## config.mk

```make
export PLATFORM = sky130hd
export DESIGN_NAME = seq_divider
export DESIGN_NICKNAME = d
export VERILOG_FILES = /design/src/rtl/seq_divider.sv
export SDC_FILE = /design/constraint.sdc
export NUM_CORES = 1
export LEC_CHECK = 0
export CAP_MARGIN = 20
export CORE_ASPECT_RATIO = 2
export CORE_MARGIN = 2
export CORE_UTILIZATION = 50
export CTS_CLUSTER_SIZE = 8
export DETAILED_ROUTE_END_ITERATION = 8
export HOLD_SLACK_MARGIN = 0.03
export PLACE_DENSITY = 0.81
export SLEW_MARGIN = 20
export SYNTH_ARGS = -nofsm -noshare
export SYNTH_HDL_FRONTEND = slang
export SYNTH_SLANG_ARGS = --single-unit
```

## constraint.sdc

```tcl
create_clock -name clk -period 4.7 [get_ports clk]
set_clock_uncertainty 0.1 [all_clocks]
set_input_delay 0.47 -clock clk [delete_from_list [all_inputs] [get_ports clk]]
set_output_delay 0.47 -clock clk [all_outputs]
set_load 0.005 [all_outputs]
```

## src/rtl/seq_divider.sv

```systemverilog
// seq_divider: iterative unsigned restoring divider.
// It produces one quotient bit per clock over W cycles.
// Operands and results use valid/ready handshakes.
// A result is held stable in DONE until the consumer accepts it.
module seq_divider #(
   parameter int W = 8
) (
   input  logic         clk,
   input  logic         rst,
   input  logic         in_valid,
   output logic         in_ready,
   input  logic [W-1:0] dividend,
   input  logic [W-1:0] divisor,
   output logic         out_valid,
   input  logic         out_ready,
   output logic [W-1:0] quotient,
   output logic [W-1:0] remainder,
   output logic         div_by_zero
);

   localparam int CW = (W > 2) ? $clog2(W) : 1;
   localparam logic [CW-1:0] CNT_LAST = CW'(W - 1);
   localparam logic [CW-1:0] CNT_ONE  = CW'(1);

   typedef enum logic [1:0] {
      IDLE = 2'd0,
      BUSY = 2'd1,
      DONE = 2'd2
   } state_t;

   state_t          state_q, state_d;
   logic [W-1:0]    q_q, q_d;
   // The partial remainder's top bit is provably 0 after every iteration
   // (R < divisor), so only the low W bits are stored.
   logic [W-1:0]    r_q, r_d;
   logic [W-1:0]    dv_q, dv_d;
   logic            dbz_q, dbz_d;
   logic [CW-1:0]   cnt_q, cnt_d;
   logic            out_valid_q, out_valid_d;

   logic [W:0]      trial_s;
   logic [W:0]      diff_s;

   // Next-state and datapath: capture in IDLE, one restoring step per BUSY cycle.
   always_comb begin
      state_d     = state_q;
      q_d         = q_q;
      r_d         = r_q;
      dv_d        = dv_q;
      dbz_d       = dbz_q;
      cnt_d       = cnt_q;
      trial_s     = {r_q, q_q[W-1]};
      diff_s      = trial_s - {1'b0, dv_q};
      case (state_q)
         IDLE: begin
            if (in_valid) begin
               q_d     = dividend;
               r_d     = {W{1'b0}};
               dv_d    = divisor;
               dbz_d   = (divisor == {W{1'b0}});
               cnt_d   = {CW{1'b0}};
               state_d = BUSY;
            end else begin
               state_d = IDLE;
            end
         end
         BUSY: begin
            if (diff_s[W] == 1'b0) begin
               r_d = diff_s[W-1:0];
               q_d = {q_q[W-2:0], 1'b1};
            end else begin
               r_d = trial_s[W-1:0];
               q_d = {q_q[W-2:0], 1'b0};
            end
            cnt_d = cnt_q + CNT_ONE;
            if (cnt_q == CNT_LAST) begin
               state_d = DONE;
            end else begin
               state_d = BUSY;
            end
         end
         DONE: begin
            if (out_ready) begin
               state_d = IDLE;
            end else begin
               state_d = DONE;
            end
         end
         default: begin
            state_d = IDLE;
         end
      endcase
      out_valid_d = (state_d == DONE);
   end

   // State and datapath registers; reset clears everything asynchronously.
   always_ff @(posedge clk or posedge rst) begin
      if (rst) begin
         state_q     <= IDLE;
         q_q         <= {W{1'b0}};
         r_q         <= {W{1'b0}};
         dv_q        <= {W{1'b0}};
         dbz_q       <= 1'b0;
         cnt_q       <= {CW{1'b0}};
         out_valid_q <= 1'b0;
      end else begin
         state_q     <= state_d;
         q_q         <= q_d;
         r_q         <= r_d;
         dv_q        <= dv_d;
         dbz_q       <= dbz_d;
         cnt_q       <= cnt_d;
         out_valid_q <= out_valid_d;
      end
   end

   assign in_ready    = (state_q == IDLE);
   assign out_valid   = out_valid_q;
   assign quotient    = q_q;
   assign remainder   = r_q;
   assign div_by_zero = dbz_q;

endmodule

```

==> results of run 1 <==
## cell families (layout without fill, tap and decap cells)
family / Yosys count / in the layout / synth area share (%)
compound gates: 51 / 51 / 17.54
xor+xnor: 3 / 3 / 1.462
mux: 8 / 8 / 4.523
flops: 31 / 31 / 43.15
buf+inv: 23 / 60 / 6.055
simple gates: 73 / 73 / 19.21
fa+ha+maj: 11 / 11 / 8.072
## power groups by stage
stage	Sequential (mW)	Clock (mW)	Combinational (mW)
finish	0.505	0.225	1.16
global route	0.522	0.241	1.29
CTS	0.506	0.227	1.16
floorplan	0.489	0	0.858
global placement	0.506	0	1.12
detailed placement	0.509	0	1.15
## cell type report
class / instances / share of cell area, %
inverter: 13 / 2.131
timing repair buffer: 39 / 16.94
sequential: 31 / 33.88
tap: 48 / 2.623
clock buffer: 8 / 4.372
multi-input combinational: 146 / 40.05
## worst paths after layout
path | start | to | slack, ps | cells after the start
min in group asynchronous | rst | quotient[2] | 470 | 3
hold / removal | div_by_zero | div_by_zero | 380 | 2
setup reg to reg | quotient[7] | remainder[6] | 1950 | 9
hold reg to reg | div_by_zero | div_by_zero | 380 | 2
setup / recovery | quotient[7] | remainder[6] | 1950 | 9
max in group asynchronous | rst | out_valid | 3750 | 3
## registers in the layout, summed over array words and instances (netlist names)
register,count
quotient,8
div_by_zero,1
cnt_q,3
state_q,2
out_valid,1
remainder,8
dv_q,8
## worst min-delay path, stage by stage (launching register included)
cell,delay (ps)
dfrtp_1,340
nand2_1,50
nand2_1,60
## cell usage in the layout, fill, tap and decap left out, types with 2 or more instances in the layout
cell,count
a21o_1,2
a21oi_1,8
a22o_1,2
a31oi_1,4
clkbuf_8,7
clkdlybuf4s50_1,38
dfrtp_1,31
ha_1,10
inv_1,13
mux2i_1,7
nand2_1,34
nand2b_1,5
nand3_1,11
nor2_1,9
nor2_2,3
nor3_1,2
nor4_1,3
o21ai_0,21
o21ai_1,2
o311ai_0,3
xnor2_1,2
## metrics by stage
step                instances  power [mW]
global route              285       2.057
finish                    285       1.892
global placement          277       1.624
CTS                       285       1.897
detailed placement        277       1.662
floorplan                 200       1.347
## layer usage
metal	part of all wire [%]	track usage (%)	vias up
met2	56	42.80	41
met1	37	26.97	752
met5	0	0	-
met3	3.8	3.469	12
met4	2.7	9.610	0
li1	-	-	766
==> results.yml, run 1 <==
finish:
  antenna_cells: 0
  syn_to_final_growth_pct: 27.35
  nNetsFinal: 267
  multiInputGateArea_sq_um: 917.1
  drive_above_1_share_pct: 7.173
  final_area_sq_um: 2290
  fin_util_pct: 67.03
  nFillCells: 272
  layout.area.seq_sq_um: 775.7
logic_synthesis:
  syn_area_sq_um: 1798
  synth_area_leaders: "dfrtp_1 43%, nand2_1 7.1%, ha_1 7.0%"
  yosysMostFrequentCell: "nand2_1"
  yosysTopAreaCellShare_pct: 43.15
  synth_top_cell_by_area: "dfrtp_1"
  ys_seq_elements: 31
  async_flop_share_pct: 100.0
  yosys_most_used_dff: "dfrtp_1"
  syn_nets: 231
  synthCells: 200
  postSynthAreaPerCell_sq_um: 8.990
  yosysWarnings: 0
  synthTopCellsByCount: "34 x nand2_1, 31 x dfrtp_1, 21 x o21ai_0, 13 x inv_1, 11 x nand3_1"
  synth_edf_count: 0
  synth-seq-area-share_pct: 43.15
  yosysUniqueCellTypes: 38
worst_setup_path:
  worst_path_max_delay_cell: "or4b_1"
  end_kind: "flop"
  crit_path_start_kind: "flop"
  worstPathMaxFanout: 13
  crit_buf_inv: 1
  crit_type: "reg -> reg"
  critPathMaxStageDelay_ps: 500
  worstPathArrival_ps: 2860
  required_ps: 4810
  cp_cell_sequence: "inv_1 -> ha_1 -> fa_1 -> nand2b_2 -> a211oi_2 -> mux2i_1 -> nor2_2 -> or4b_1 -> nand3_1"
  cpLargestDelayFamily: "simple AND/OR/NAND/NOR gates"
clock_tree:
  clk_pin_slew_ps: 60
  cts_buffers: 5
  cts_setup_buffers: 0
  cts-resized-gates: 0
  htreeDepth: 2
  root_buffer: "clkbuf_8"
  clock_path_buffers: 2
  cts.sinks: 31
  cts_tree: "yes"
  insertion_delay_ps: 270
  cts_hold_buf: 0
detailed_routing:
  vias: 1571
  first_pass_iters: 4
  drt_iter0_drc: 28
  drc_errors: 0
  wire_per_inst_um: 14.68
  wirelength_um: 4185
  ant_nets: 0
  via_per_inst: 5.512
timing:
  period_share_pct: 58.62
  fmax_ghz: 0.3630
  setup_tns_ps: 0
  setup_ws_ps: 1945
  setup_violations: 0
  tightest_slew_ps: 1040
  rsz0062_at_grt: "no"
  hold_ws_ps: 381.1
  maxSlewHeadroom_pct: 30.51
  report.final.slew_viol_count: 0
  hold_viol: 0
  min_period_ps: 2755
hold_path:
  hp-class: "reg -> reg"
placed_design:
  port_buffers: 38
  place_area_sq_um: 2190
  gp_congestion: 0.9100
  pre_cts_ws_ps: 2019
  place_hpwl_um: 3186
global_routing:
  first_global_vias: 1550
  grt_overflow: 0
  antenna_found_initial: 0
  grt_max_degree: 32
  grt_pass1_wl_um: 7134
  globalRouteTotalUtil_pct: 23.93
power_and_ir_drop:
  swShare_pct: 43.08
  switchingPower_mw: 0.8149
  seq_power_share_pct: 26.7
  peakVddDrop_mv: 0.4521
  p_clk_share_pct: 11.9
  intPower_mw: 1.077
  combPwrFrac_pct: 61.4
  power.leakage_nw: 1.010
  p_per_area_nw_per_um2: 826.2
floorplanning:
  core_area_sq_um: 3416
  die-area_sq_um: 4121
  rows: 30
  start_util_pct: 52.64
  die_h_um: 88.81
  pin_count: 39
  die_w_um: 46.40
outcome:
  outcome: "finished, final reports clean"
flow_run:
  max_cap_violations: 0
Note: power is estimated with default switching activity, not from simulation.
==> run 2: changes to the inputs <==
--- a/config.mk
+++ b/config.mk
@@ -8,11 +8,11 @@
 export CAP_MARGIN = 20
 export CORE_ASPECT_RATIO = 2
 export CORE_MARGIN = 2
-export CORE_UTILIZATION = 50
+export CORE_UTILIZATION = 45
 export CTS_CLUSTER_SIZE = 8
 export DETAILED_ROUTE_END_ITERATION = 8
 export HOLD_SLACK_MARGIN = 0.03
-export PLACE_DENSITY = 0.81
+export PLACE_DENSITY = 0.77
 export SLEW_MARGIN = 20
 export SYNTH_ARGS = -nofsm -noshare
 export SYNTH_HDL_FRONTEND = slang
==> constraint.sdc (replaced) <==
create_clock -name clk -period 2.4 [get_ports clk]
set_clock_uncertainty 0.1 [all_clocks]
set_input_delay 0.24 -clock clk [delete_from_list [all_inputs] [get_ports clk]]
set_output_delay 0.24 -clock clk [all_outputs]
set_load 0.005 [all_outputs]
==> results.yml, run 2 (same netlist as run 1, synthesis figures left out) <==
power_and_ir_drop:
  p_clk_share_pct: 9.5
  intPower_mw: 2.556
  combPwrFrac_pct: 68.5
  power.leakage_nw: 1.139
  p_per_area_nw_per_um2: 1734
  seq_power_share_pct: 22.0
  switchingPower_mw: 1.815
  swShare_pct: 41.53
  peakVddDrop_mv: 0.8488
placed_design:
  dp.cells: 300
  place_hpwl_um: 3548
  place_area_sq_um: 2362
  gp_congestion: 0.8972
  port_buffers: 38
worst_setup_path:
  timing.rr.start: "dv_q[0]"
  r2r-end: "remainder[6]"
  reg2regPathDepth: 8
  required_ps: 2530
  worstPathArrival_ps: 2610
  reg2reg_slack_ps: -80
  end_kind: "flop"
  worstPathMaxFanout: 5
  crit_path_start_kind: "flop"
  crit_type: "reg -> reg"
global_routing:
  grt_util_met3_pct: 3.355
  grt.busiest_layer: "met2"
  first_global_vias: 1656
  globalRouteTotalUtil_pct: 22.27
  use_met1_pct: 24.82
  grt_max_degree: 32
  grt_overflow: 0
  gr-usage-met2_pct: 39.61
  grt_pass1_wl_um: 7693
  antenna_found_initial: 0
finish:
  syn_to_final_growth_pct: 40.22
  drive_above_1_share_pct: 17.62
  nNetsFinal: 292
  layout_commonest_cell: "clkdlybuf4s50_1"
  nFillCells: 330
  fin_util_pct: 65.59
  final_area_sq_um: 2521
  antenna_cells: 0
  layout_common_cells: "38 x clkdlybuf4s50_1, 34 x nand2_1, 31 x dfrtp_1"
  layout.cells.non_filler: 312
detailed_routing:
  ant_nets: 0
  wire_per_inst_um: 15.14
  vias: 1662
  wirelength_um: 4724
  drt_iter0_drc: 26
  via_per_inst: 5.327
  first_pass_iters: 4
  drc_errors: 0
floorplanning:
  die-area_sq_um: 4548
  start_util_pct: 46.78
  die_h_um: 93.39
  pin_count: 39
  rows: 32
  core_area_sq_um: 3844
  die_w_um: 48.70
outcome:
  violations: "negative setup slack"
  outcome: "finished, violations left"
clock_tree:
  htreeDepth: 2
  cts.sinks: 31
  cts_buffers: 5
  clk_pin_slew_ps: 70
  clock_path_buffers: 2
  insertion_delay_ps: 290
  cts_tree: "yes"
  root_buffer: "clkbuf_8"
timing:
  fmax_ghz: 0.4028
  report.final.slew_viol_count: 0
  setup_ws_ps: -82.40
  hold_viol: 0
  period_share_pct: 103.4
  min_period_ps: 2482
  maxSlewHeadroom_pct: 70.40
  rsz0062_at_grt: "yes"
  setup_violations: 1
  tightest_slew_ps: 439.9
  setup_tns_ps: -82.40
hold_path:
  hp-class: "in -> async"
flow_run:
  max_cap_violations: 0
run 2: changes by cell type in the layout (fill, tap and decap cells not counted), sizes merged:
cell / change
buf: +25
clkbuf: -2
clkinv: +1
run 2: worst max-delay path, stage by stage (launching register included):
cell	delay, ps
dfrtp_1	420
ha_4	180
fa_2	340
nand2b_4	170
a211oi_4	230
mux2i_2	330
nor2_4	90
or4b_1	470
nand3_1	80
run 2: how the worst max path moves through the flow:
stage / depth (start not counted) / start / end / slack [ps]
2_1_floorplan: 9 / quotient[7] / remainder[6] / -7
3_5_place_dp: 8 / dv_q[0] / remainder[6] / -110
4_1_cts: 8 / dv_q[0] / remainder[6] / -30
5_1_grt: 8 / dv_q[0] / remainder[6] / -130
6_report: 8 / dv_q[0] / remainder[6] / -80
3_3_place_gp: 8 / dv_q[0] / remainder[6] / -40
run 2: repair_timing:
item | CTS | global route
setup buffers | 3 | 2
gates resized for setup | 5 | 5
pin swaps | 3 | 1
hold buffers | 0 | 0
endpoints found under the setup margin | 5 | 8
run 2: per-layer routing:
layer | up-vias | routed length (um)
met2 | 48 | 2656
met1 | 786 | 1796
met4 | 0 | 131
met5 | - | 0
met3 | 11 | 138
li1 | 817 | -
run 2: power by group through the flow:
stage	sequential, mW	combinational (mW)	clock (mW)
after floorplan	0.959	1.70	0
after global placement	0.957	2.67	0
after detailed placement	0.963	2.73	0
after CTS	0.962	2.88	0.420
after global routing	0.990	3.29	0.454
final	0.962	2.99	0.416
run 2: per-stage QoR:
step	power [mW]	setup WS (ps)	hold WS [ps]
after CTS	4.257	-32.33	253.8
after detailed placement	3.695	-109.8	371.9
after global routing	4.729	-130.3	284.5
after floorplan	2.662	-7.031	243.5
final	4.371	-82.40	237.6
after global placement	3.630	-38.81	368.6
run 2: layout make-up:
cell class | instances | area, sq um | area share (%)
clock inverter | 1 | 5.005 | 0.1985
timing repair buffer | 64 | 588.1 | 23.33
tap | 51 | 63.81 | 2.531
clock buffer | 6 | 82.58 | 3.275
sequential | 31 | 775.7 | 30.77
multi-input combinational | 146 | 957.2 | 37.97
inverter | 13 | 48.80 | 1.935
